`config.mk`:
```
export PLATFORM = sky130hd
export DESIGN_NAME = store_buffer_writer_flat
export DESIGN_NICKNAME = d
export VERILOG_FILES = /design/src/rtl/store_buffer_writer_if.sv /design/src/rtl/store_buffer_writer.sv /design/src/flat_wrapper.sv
export SDC_FILE = /design/constraint.sdc
export NUM_CORES = 1
export LEC_CHECK = 0
export CAP_MARGIN = 30
export CORE_ASPECT_RATIO = 1.25
export CORE_MARGIN = 4
export CORE_UTILIZATION = 47
export DETAILED_ROUTE_END_ITERATION = 16
export PLACE_DENSITY = 0.69
export SLEW_MARGIN = 20
export SYNTH_ARGS = -nofsm -noshare
export SYNTH_HDL_FRONTEND = slang
export SYNTH_SLANG_ARGS = --single-unit
```
`constraint.sdc`:
```
create_clock -name clk -period 36.5 [get_ports clk]
set_clock_uncertainty 0.15 [all_clocks]
set_input_delay 7.3 -clock clk [delete_from_list [all_inputs] [get_ports clk]]
set_output_delay 7.3 -clock clk [all_outputs]
set_load 0.01 [all_outputs]
```
`src/rtl/store_buffer_writer_if.sv`:
```
// Sram-like data bus between the store buffer (master) and the data memory (slave).
interface store_buffer_writer_if #(
  parameter int WIDTH = 32
);
  logic             data_req;
  logic             data_wr;
  logic [1:0]       data_size;
  logic [WIDTH-1:0] data_addr;
  logic [WIDTH-1:0] data_wdata;
  logic [3:0]       data_wstrb;
  logic             data_addr_ok;
  logic             data_data_ok;

  modport master (
    output data_req, data_wr, data_size, data_addr, data_wdata, data_wstrb,
    input  data_addr_ok, data_data_ok
  );

  modport slave (
    input  data_req, data_wr, data_size, data_addr, data_wdata, data_wstrb,
    output data_addr_ok, data_data_ok
  );
endinterface

```
`src/rtl/store_buffer_writer.sv`:
```
// MEM-stage store path: formats stores, queues them in a FIFO and drains them over the data bus.
// Optional macro SWLR_STORE_EN enables SWL/SWR (types 011/100) formatting.
module store_buffer_writer #(
  parameter int DEPTH = 4,
  parameter int WIDTH = 32
) (
  input  logic             clk,
  input  logic             resetn,
  input  logic             store_valid_in,
  input  logic [WIDTH-1:0] store_addr_in,
  input  logic [WIDTH-1:0] store_data_in,
  input  logic [2:0]       store_type_in,
  input  logic [3:0]       exception_in,
  input  logic             flush,
  output logic             store_ready_out,
  output logic [3:0]       exception_out,
  output logic             buf_empty,
  store_buffer_writer_if.master bus
);

  localparam int PW = $clog2(DEPTH);
  localparam logic [PW:0] FULL_COUNT = (PW+1)'(DEPTH);

  localparam logic [2:0] T_SB = 3'b000;
  localparam logic [2:0] T_SH = 3'b001;
  localparam logic [2:0] T_SW = 3'b010;
`ifdef SWLR_STORE_EN
  localparam logic [2:0] T_SWL = 3'b011;
  localparam logic [2:0] T_SWR = 3'b100;
`endif

  typedef enum logic [1:0] {S_IDLE, S_REQ, S_WAIT} state_e;

  state_e           state_q, state_d;
  logic [PW:0]      count_q, count_d;
  logic [PW-1:0]    head_q, head_d;
  logic [PW-1:0]    tail_q, tail_d;
  logic             data_req_q, data_req_d;
  logic             data_wr_q, data_wr_d;
  logic [1:0]       data_size_q, data_size_d;
  logic [WIDTH-1:0] data_addr_q, data_addr_d;
  logic [WIDTH-1:0] data_wdata_q, data_wdata_d;
  logic [3:0]       data_wstrb_q, data_wstrb_d;

  logic [WIDTH-1:0] mem_addr_q  [DEPTH];
  logic [WIDTH-1:0] mem_wdata_q [DEPTH];
  logic [3:0]       mem_wstrb_q [DEPTH];
  logic [1:0]       mem_size_q  [DEPTH];

  logic             misaligned;
  logic             type_ok;
  logic             push;
  logic             pop;
  logic [1:0]       k;
  logic [WIDTH-1:0] fmt_addr;
  logic [WIDTH-1:0] fmt_wdata;
  logic [3:0]       fmt_wstrb;
  logic [1:0]       fmt_size;

  assign k = store_addr_in[1:0];

  always_comb begin
    misaligned = 1'b0;
    type_ok    = 1'b0;
    fmt_addr   = store_addr_in;
    fmt_wdata  = store_data_in;
    fmt_wstrb  = 4'b0000;
    fmt_size   = 2'd0;
    case (store_type_in)
      T_SB: begin
        type_ok   = 1'b1;
        fmt_wdata = {(WIDTH/8){store_data_in[7:0]}};
        fmt_wstrb = 4'b0001 << k;
        fmt_size  = 2'd0;
      end
      T_SH: begin
        type_ok    = 1'b1;
        misaligned = k[0];
        fmt_wdata  = {(WIDTH/16){store_data_in[15:0]}};
        fmt_wstrb  = k[1] ? 4'b1100 : 4'b0011;
        fmt_size   = 2'd1;
      end
      T_SW: begin
        type_ok    = 1'b1;
        misaligned = (k != 2'd0);
        fmt_wstrb  = 4'b1111;
        fmt_size   = 2'd2;
      end
`ifdef SWLR_STORE_EN
      // Unaligned word halves: both target the aligned word containing the address.
      T_SWL: begin
        type_ok   = 1'b1;
        fmt_addr  = {store_addr_in[WIDTH-1:2], 2'b00};
        fmt_wdata = store_data_in >> {2'd3 - k, 3'b000};
        fmt_wstrb = 4'b1111 >> (2'd3 - k);
        fmt_size  = 2'd2;
      end
      T_SWR: begin
        type_ok   = 1'b1;
        fmt_addr  = {store_addr_in[WIDTH-1:2], 2'b00};
        fmt_wdata = store_data_in << {k, 3'b000};
        fmt_wstrb = 4'b1111 << k;
        fmt_size  = 2'd2;
      end
`endif
      default: ;
    endcase
  end

  assign exception_out   = misaligned ? 4'd5 : exception_in;
  assign store_ready_out = (count_q != FULL_COUNT);
  assign buf_empty       = (count_q == '0) && (state_q == S_IDLE);
  assign push = store_valid_in & store_ready_out & ~flush & (exception_in == 4'd0)
              & ~misaligned & type_ok;

  always_ff @(posedge clk) begin
    if (push) begin
      mem_addr_q[tail_q]  <= fmt_addr;
      mem_wdata_q[tail_q] <= fmt_wdata;
      mem_wstrb_q[tail_q] <= fmt_wstrb;
      mem_size_q[tail_q]  <= fmt_size;
    end
  end

  always_ff @(posedge clk or negedge resetn) begin
    if (!resetn) begin
      state_q      <= S_IDLE;
      count_q      <= '0;
      head_q       <= '0;
      tail_q       <= '0;
      data_req_q   <= 1'b0;
      data_wr_q    <= 1'b0;
      data_size_q  <= 2'd0;
      data_addr_q  <= '0;
      data_wdata_q <= '0;
      data_wstrb_q <= 4'b0000;
    end else begin
      state_q      <= state_d;
      count_q      <= count_d;
      head_q       <= head_d;
      tail_q       <= tail_d;
      data_req_q   <= data_req_d;
      data_wr_q    <= data_wr_d;
      data_size_q  <= data_size_d;
      data_addr_q  <= data_addr_d;
      data_wdata_q <= data_wdata_d;
      data_wstrb_q <= data_wstrb_d;
    end
  end

  // The head entry stays counted until data_ok so a full buffer never overruns.
  always_comb begin
    state_d = state_q;
    pop     = 1'b0;
    case (state_q)
      S_IDLE: if (count_q != '0) state_d = S_REQ;
      S_REQ: begin
        if (bus.data_addr_ok) begin
          if (bus.data_data_ok) begin
            pop     = 1'b1;
            state_d = S_IDLE;
          end else begin
            state_d = S_WAIT;
          end
        end
      end
      S_WAIT: begin
        if (bus.data_data_ok) begin
          pop     = 1'b1;
          state_d = S_IDLE;
        end
      end
      default: state_d = S_IDLE;
    endcase
  end

  always_comb begin
    count_d = count_q + (PW+1)'(push) - (PW+1)'(pop);
    head_d  = head_q + PW'(pop);
    tail_d  = tail_q + PW'(push);
  end

  always_comb begin
    data_req_d   = data_req_q;
    data_wr_d    = data_wr_q;
    data_size_d  = data_size_q;
    data_addr_d  = data_addr_q;
    data_wdata_d = data_wdata_q;
    data_wstrb_d = data_wstrb_q;
    case (state_q)
      S_IDLE: begin
        if (count_q != '0) begin
          data_req_d   = 1'b1;
          data_wr_d    = 1'b1;
          data_size_d  = mem_size_q[head_q];
          data_addr_d  = mem_addr_q[head_q];
          data_wdata_d = mem_wdata_q[head_q];
          data_wstrb_d = mem_wstrb_q[head_q];
        end
      end
      S_REQ: begin
        if (bus.data_addr_ok) begin
          data_req_d = 1'b0;
          data_wr_d  = 1'b0;
        end
      end
      default: ;
    endcase
  end

  assign bus.data_req   = data_req_q;
  assign bus.data_wr    = data_wr_q;
  assign bus.data_size  = data_size_q;
  assign bus.data_addr  = data_addr_q;
  assign bus.data_wdata = data_wdata_q;
  assign bus.data_wstrb = data_wstrb_q;

endmodule

```
`src/flat_wrapper.sv`:
```
// flat-port wrapper written by rule: the top's interface ports become plain ports
module store_buffer_writer_flat 
#(
  parameter int DEPTH = 4,
  parameter int WIDTH = 32
)
  (clk, resetn, store_valid_in, store_addr_in, store_data_in, store_type_in, exception_in, flush, store_ready_out, exception_out, buf_empty, bus_data_req, bus_data_wr, bus_data_size, bus_data_addr, bus_data_wdata, bus_data_wstrb, bus_data_addr_ok, bus_data_data_ok);
  store_buffer_writer_if #(.WIDTH(WIDTH)) bus_i ();
  input  logic clk;
  input  logic resetn;
  input  logic store_valid_in;
  input  logic [WIDTH-1:0] store_addr_in;
  input  logic [WIDTH-1:0] store_data_in;
  input  logic [2:0] store_type_in;
  input  logic [3:0] exception_in;
  input  logic flush;
  output logic store_ready_out;
  output logic [3:0] exception_out;
  output logic buf_empty;
  output wire logic [$bits(bus_i.data_req)-1:0] bus_data_req;
  output wire logic [$bits(bus_i.data_wr)-1:0] bus_data_wr;
  output wire logic [$bits(bus_i.data_size)-1:0] bus_data_size;
  output wire logic [$bits(bus_i.data_addr)-1:0] bus_data_addr;
  output wire logic [$bits(bus_i.data_wdata)-1:0] bus_data_wdata;
  output wire logic [$bits(bus_i.data_wstrb)-1:0] bus_data_wstrb;
  input wire logic [$bits(bus_i.data_addr_ok)-1:0] bus_data_addr_ok;
  input wire logic [$bits(bus_i.data_data_ok)-1:0] bus_data_data_ok;
  assign bus_data_req = bus_i.data_req;
  assign bus_data_wr = bus_i.data_wr;
  assign bus_data_size = bus_i.data_size;
  assign bus_data_addr = bus_i.data_addr;
  assign bus_data_wdata = bus_i.data_wdata;
  assign bus_data_wstrb = bus_i.data_wstrb;
  assign bus_i.data_addr_ok = bus_data_addr_ok;
  assign bus_i.data_data_ok = bus_data_data_ok;
  store_buffer_writer #(.DEPTH(DEPTH), .WIDTH(WIDTH)) u_core (.clk(clk), .resetn(resetn), .store_valid_in(store_valid_in), .store_addr_in(store_addr_in), .store_data_in(store_data_in), .store_type_in(store_type_in), .exception_in(exception_in), .flush(flush), .store_ready_out(store_ready_out), .exception_out(exception_out), .buf_empty(buf_empty), .bus(bus_i));
endmodule
```
==> reports/metrics.cfg <==
[placed_design]
hpwl_um=17000
place_congestion=0.753
portBuffers=154
placed_area_sq_um=15800

[detailed_routing]
drtAntennaViolNets=0
wl_um=27700
drc=0
vias=6755
drt-vias-per-instance=5.45
drt_iter0_drc=278
wire_per_inst_um=22.4
first_pass_iters=4

[clocking]
cts.sink_count=360
path_clk_slew_ns=0.06
numCtsBuffers=36
cts.hold.buffers_added=0
cts_tree=yes
htreeDepth=2
clockBufferDepth=3
clockRootBuffer=clkbuf_16
cts_setup_buffers=0
cts_resized=0
insertion_delay_ns=0.50

[setup_path]
crit_arrival_ns=9.79
cp_cell_sequence=clkdlybuf4s50_1 > o21ai_0 > o21ai_1 > a21o_1 > clkdlybuf4s50_1
rr_startpoint=u_core.head_q[0]
slowest_stage=clkdlybuf4s50_1
cp_common_cell=clkdlybuf4s50_1
reg2reg_depth=3
path_max_fanout=11
cp_top_family=buffers and inverters
cp-start-kind=primary input
endpoint_kind=output pin
cp_num_buf_inv=2
critical_path_required_ns=29.05
cpPeakStageDelay_ns=0.76
timing.rr.end=u_core.bus.data_wdata[26]
crit_type=in2out
rrSetupSlack_ns=33.67

[floorplan]
die_width_um=162
die_y_um=200
initial_core_util_pct=47.6
rows=70
die_area_sq_um=32400
boundaryPins=155
core_sq_um=29200

[grt]
grt_usage_pct=17.4
grt_pass1_vias=7558
gr-total-overflow=0
grt_max_degree=58
grt_pass1_wl_um=43600
antenna_found_initial=0

[cells_and_area]
drive_gt1_share_pct=27.6
fin_nets=903
final_common_cell=edfxtp_1
antenna_cells=0
nFillCells=2159
final_cell_area_sq_um=16900
most-common-layout-cells=280 x edfxtp_1, 153 x clkdlybuf4s50_1, 87 x mux2_2
area_delta_synth_final_pct=21.8

[outcome]
status=finished clean

[synthesis]
yosys.area_share.simple_pct=1.25
synthesis.nets=725
synthMuxAreaShare_pct=19.0
syn_area_sq_um=13900
syn_inst=640
synth_top_family_by_area=multiplexers
synth_compound_area_share_pct=1.77
yosysWarningCount=0
avgSynthCellArea_sq_um=21.7
synth_xor_area_share_pct=0.252
yosys.area_share.adder_pct=0.775
yosysUniqueCellTypes=42
synth-seq-cells=360
synth-seq-area-share_pct=75.0

[timing]
tns_ns=0
timing.final.max_slew_violations=0
hold_viol_final=0
finalCriticalPeriod_ns=17.24
relSlewSlack_pct=42.6
fin_crit_sh_pct=47.2
rsz0062_at_grt=false
setup-violations-final=0
fmax_mhz=58.0
worstMarginPinSlew_ns=0.855

[worst_hold_path]
hold_path_class=reg2reg
worstHoldEndpoint=u_core.bus.data_wdata[31]
hold_start=u_core.bus.data_wdata[31]
worst_hold_path.num_cells=1

[power_and_ir_drop]
leakagePower_nw=5.77
power_mw=1.24
peakVddDrop_v=0.0000455
power.density_nw_per_um2=73.4

[flow_run]
drv_cap=0

==> synth_stat cells <==
master     instances  area [sq um]
a21boi_0           3          22.5
nand2b_1           3          18.8
nor2b_1            1          6.26
a21oi_2            1          8.76
a22o_1             1          8.76
mux4_2            70          1580
o31ai_4            1          21.3
ha_1               7          87.6
a21o_1             4          30.0
nand3b_1           1          7.51
o21ai_0            1          5.00
nor4b_2            1          15.0
edfxtp_1         280          8410
mux2_2            87           980
or2_2              1          6.26
buf_2              5          25.0
clkinv_1           1          3.75
xnor2_1            2          17.5
o21a_1             4          30.0
o31ai_1            1          7.51
nand4_2            1          12.5
buf_4              1          7.51
fa_1               1          20.0
xor2_1             2          17.5
a21oi_1           11          55.1
a221oi_1           1          8.76
mux2i_1            8          80.1
nor2_1            13          48.8
a211oi_1           1          7.51
or3b_2             1          8.76
nor3b_1            1          7.51
a2111oi_0          4          35.0
clkbuf_1           6          22.5
nand2_1            4          15.0
buf_6             16           180
buf_1              1          3.75
nor3_4             1          16.3
o21ai_1            1          5.00
dfrtp_1           80          2000
nor3_1             1          5.00
and3_1             1          6.26
inv_1              9          33.8
==> worst reg2reg max path: stages, from the launching register on <==
cell and delay [ns]:
dfrtp_4 0.85, buf_4 0.78, mux4_2 0.66, mux2_2 0.28
==> report_power, final <==
part | switching, mW | internal (mW)
Combinational | 0.140 | 0.225
Clock | 0.142 | 0.193
Sequential | 0.0482 | 0.492
Total | 0.330 | 0.910
==> registers in the layout, summed over array words and instances, names as in the netlist <==
register	count
u_core.bus.data_wdata	32
u_core.count_q	3
u_core.bus.data_size	2
u_core.tail_q	2
u_core.bus.data_wstrb	4
u_core.mem_addr_q	128
u_core.mem_wdata_q	128
u_core.bus.data_req	1
u_core.head_q	2
u_core.bus.data_addr	32
u_core.state_q	2
u_core.mem_size_q	8
u_core.mem_wstrb_q	16
==> worst max path at each step <==
| stage | depth (start not counted) | start | endpoint |
|---|---|---|---|
| finish | 5 | store_type_in[1] | exception_out[2] |
| floorplan | 4 | store_type_in[0] | u_core.mem_addr_q[0][0] |
| global route | 5 | store_type_in[1] | exception_out[2] |
| global placement | 5 | store_type_in[1] | exception_out[2] |
| detailed placement | 5 | store_type_in[1] | exception_out[2] |
| CTS | 5 | store_type_in[1] | exception_out[2] |
==> per-layer routing <==
metal  global-route usage [%]  wire, um
met1                     22.0     11000
met2                     30.7     14500
met3                     3.85      1660
met4                     4.23       539
met5                        0         0
==> through the flow <==
stage | setup WS, ns | hold WS, ns | util [%] | cells
after floorplan | 16.70 | 0.336 | - | 640
after global placement | 19.39 | 0.336 | 54.2 | 1174
after CTS | 19.30 | 0.356 | 58.0 | 1239
after global routing | 19.17 | 0.368 | 58.0 | 1239
final | 19.26 | 0.352 | 58.0 | 1239
after detailed placement | 19.31 | 0.343 | 54.3 | 1176
==> cells by family after synthesis <==
kind of cell / after synthesis
adders and majority gates: 8
and+or+nand+nor: 30
DFF: 360
muxes: 165
buffers and inverters: 39
xor gates and xnor gates: 4
AOI/OAI and AO/OA: 34
==> area by class of cell <==
cell class              count  area [sq um]  area share, %
clock inverters             8          41.3          0.244
inverters                  10          37.5          0.222
repair buffers            169          1670           9.88
clock buffers              55          1020           6.05
flip-flops and latches    360         10400           61.6
multi-input cells         241          3230           19.1
well taps                 396           495           2.93
(Power assumes the default switching activity.)
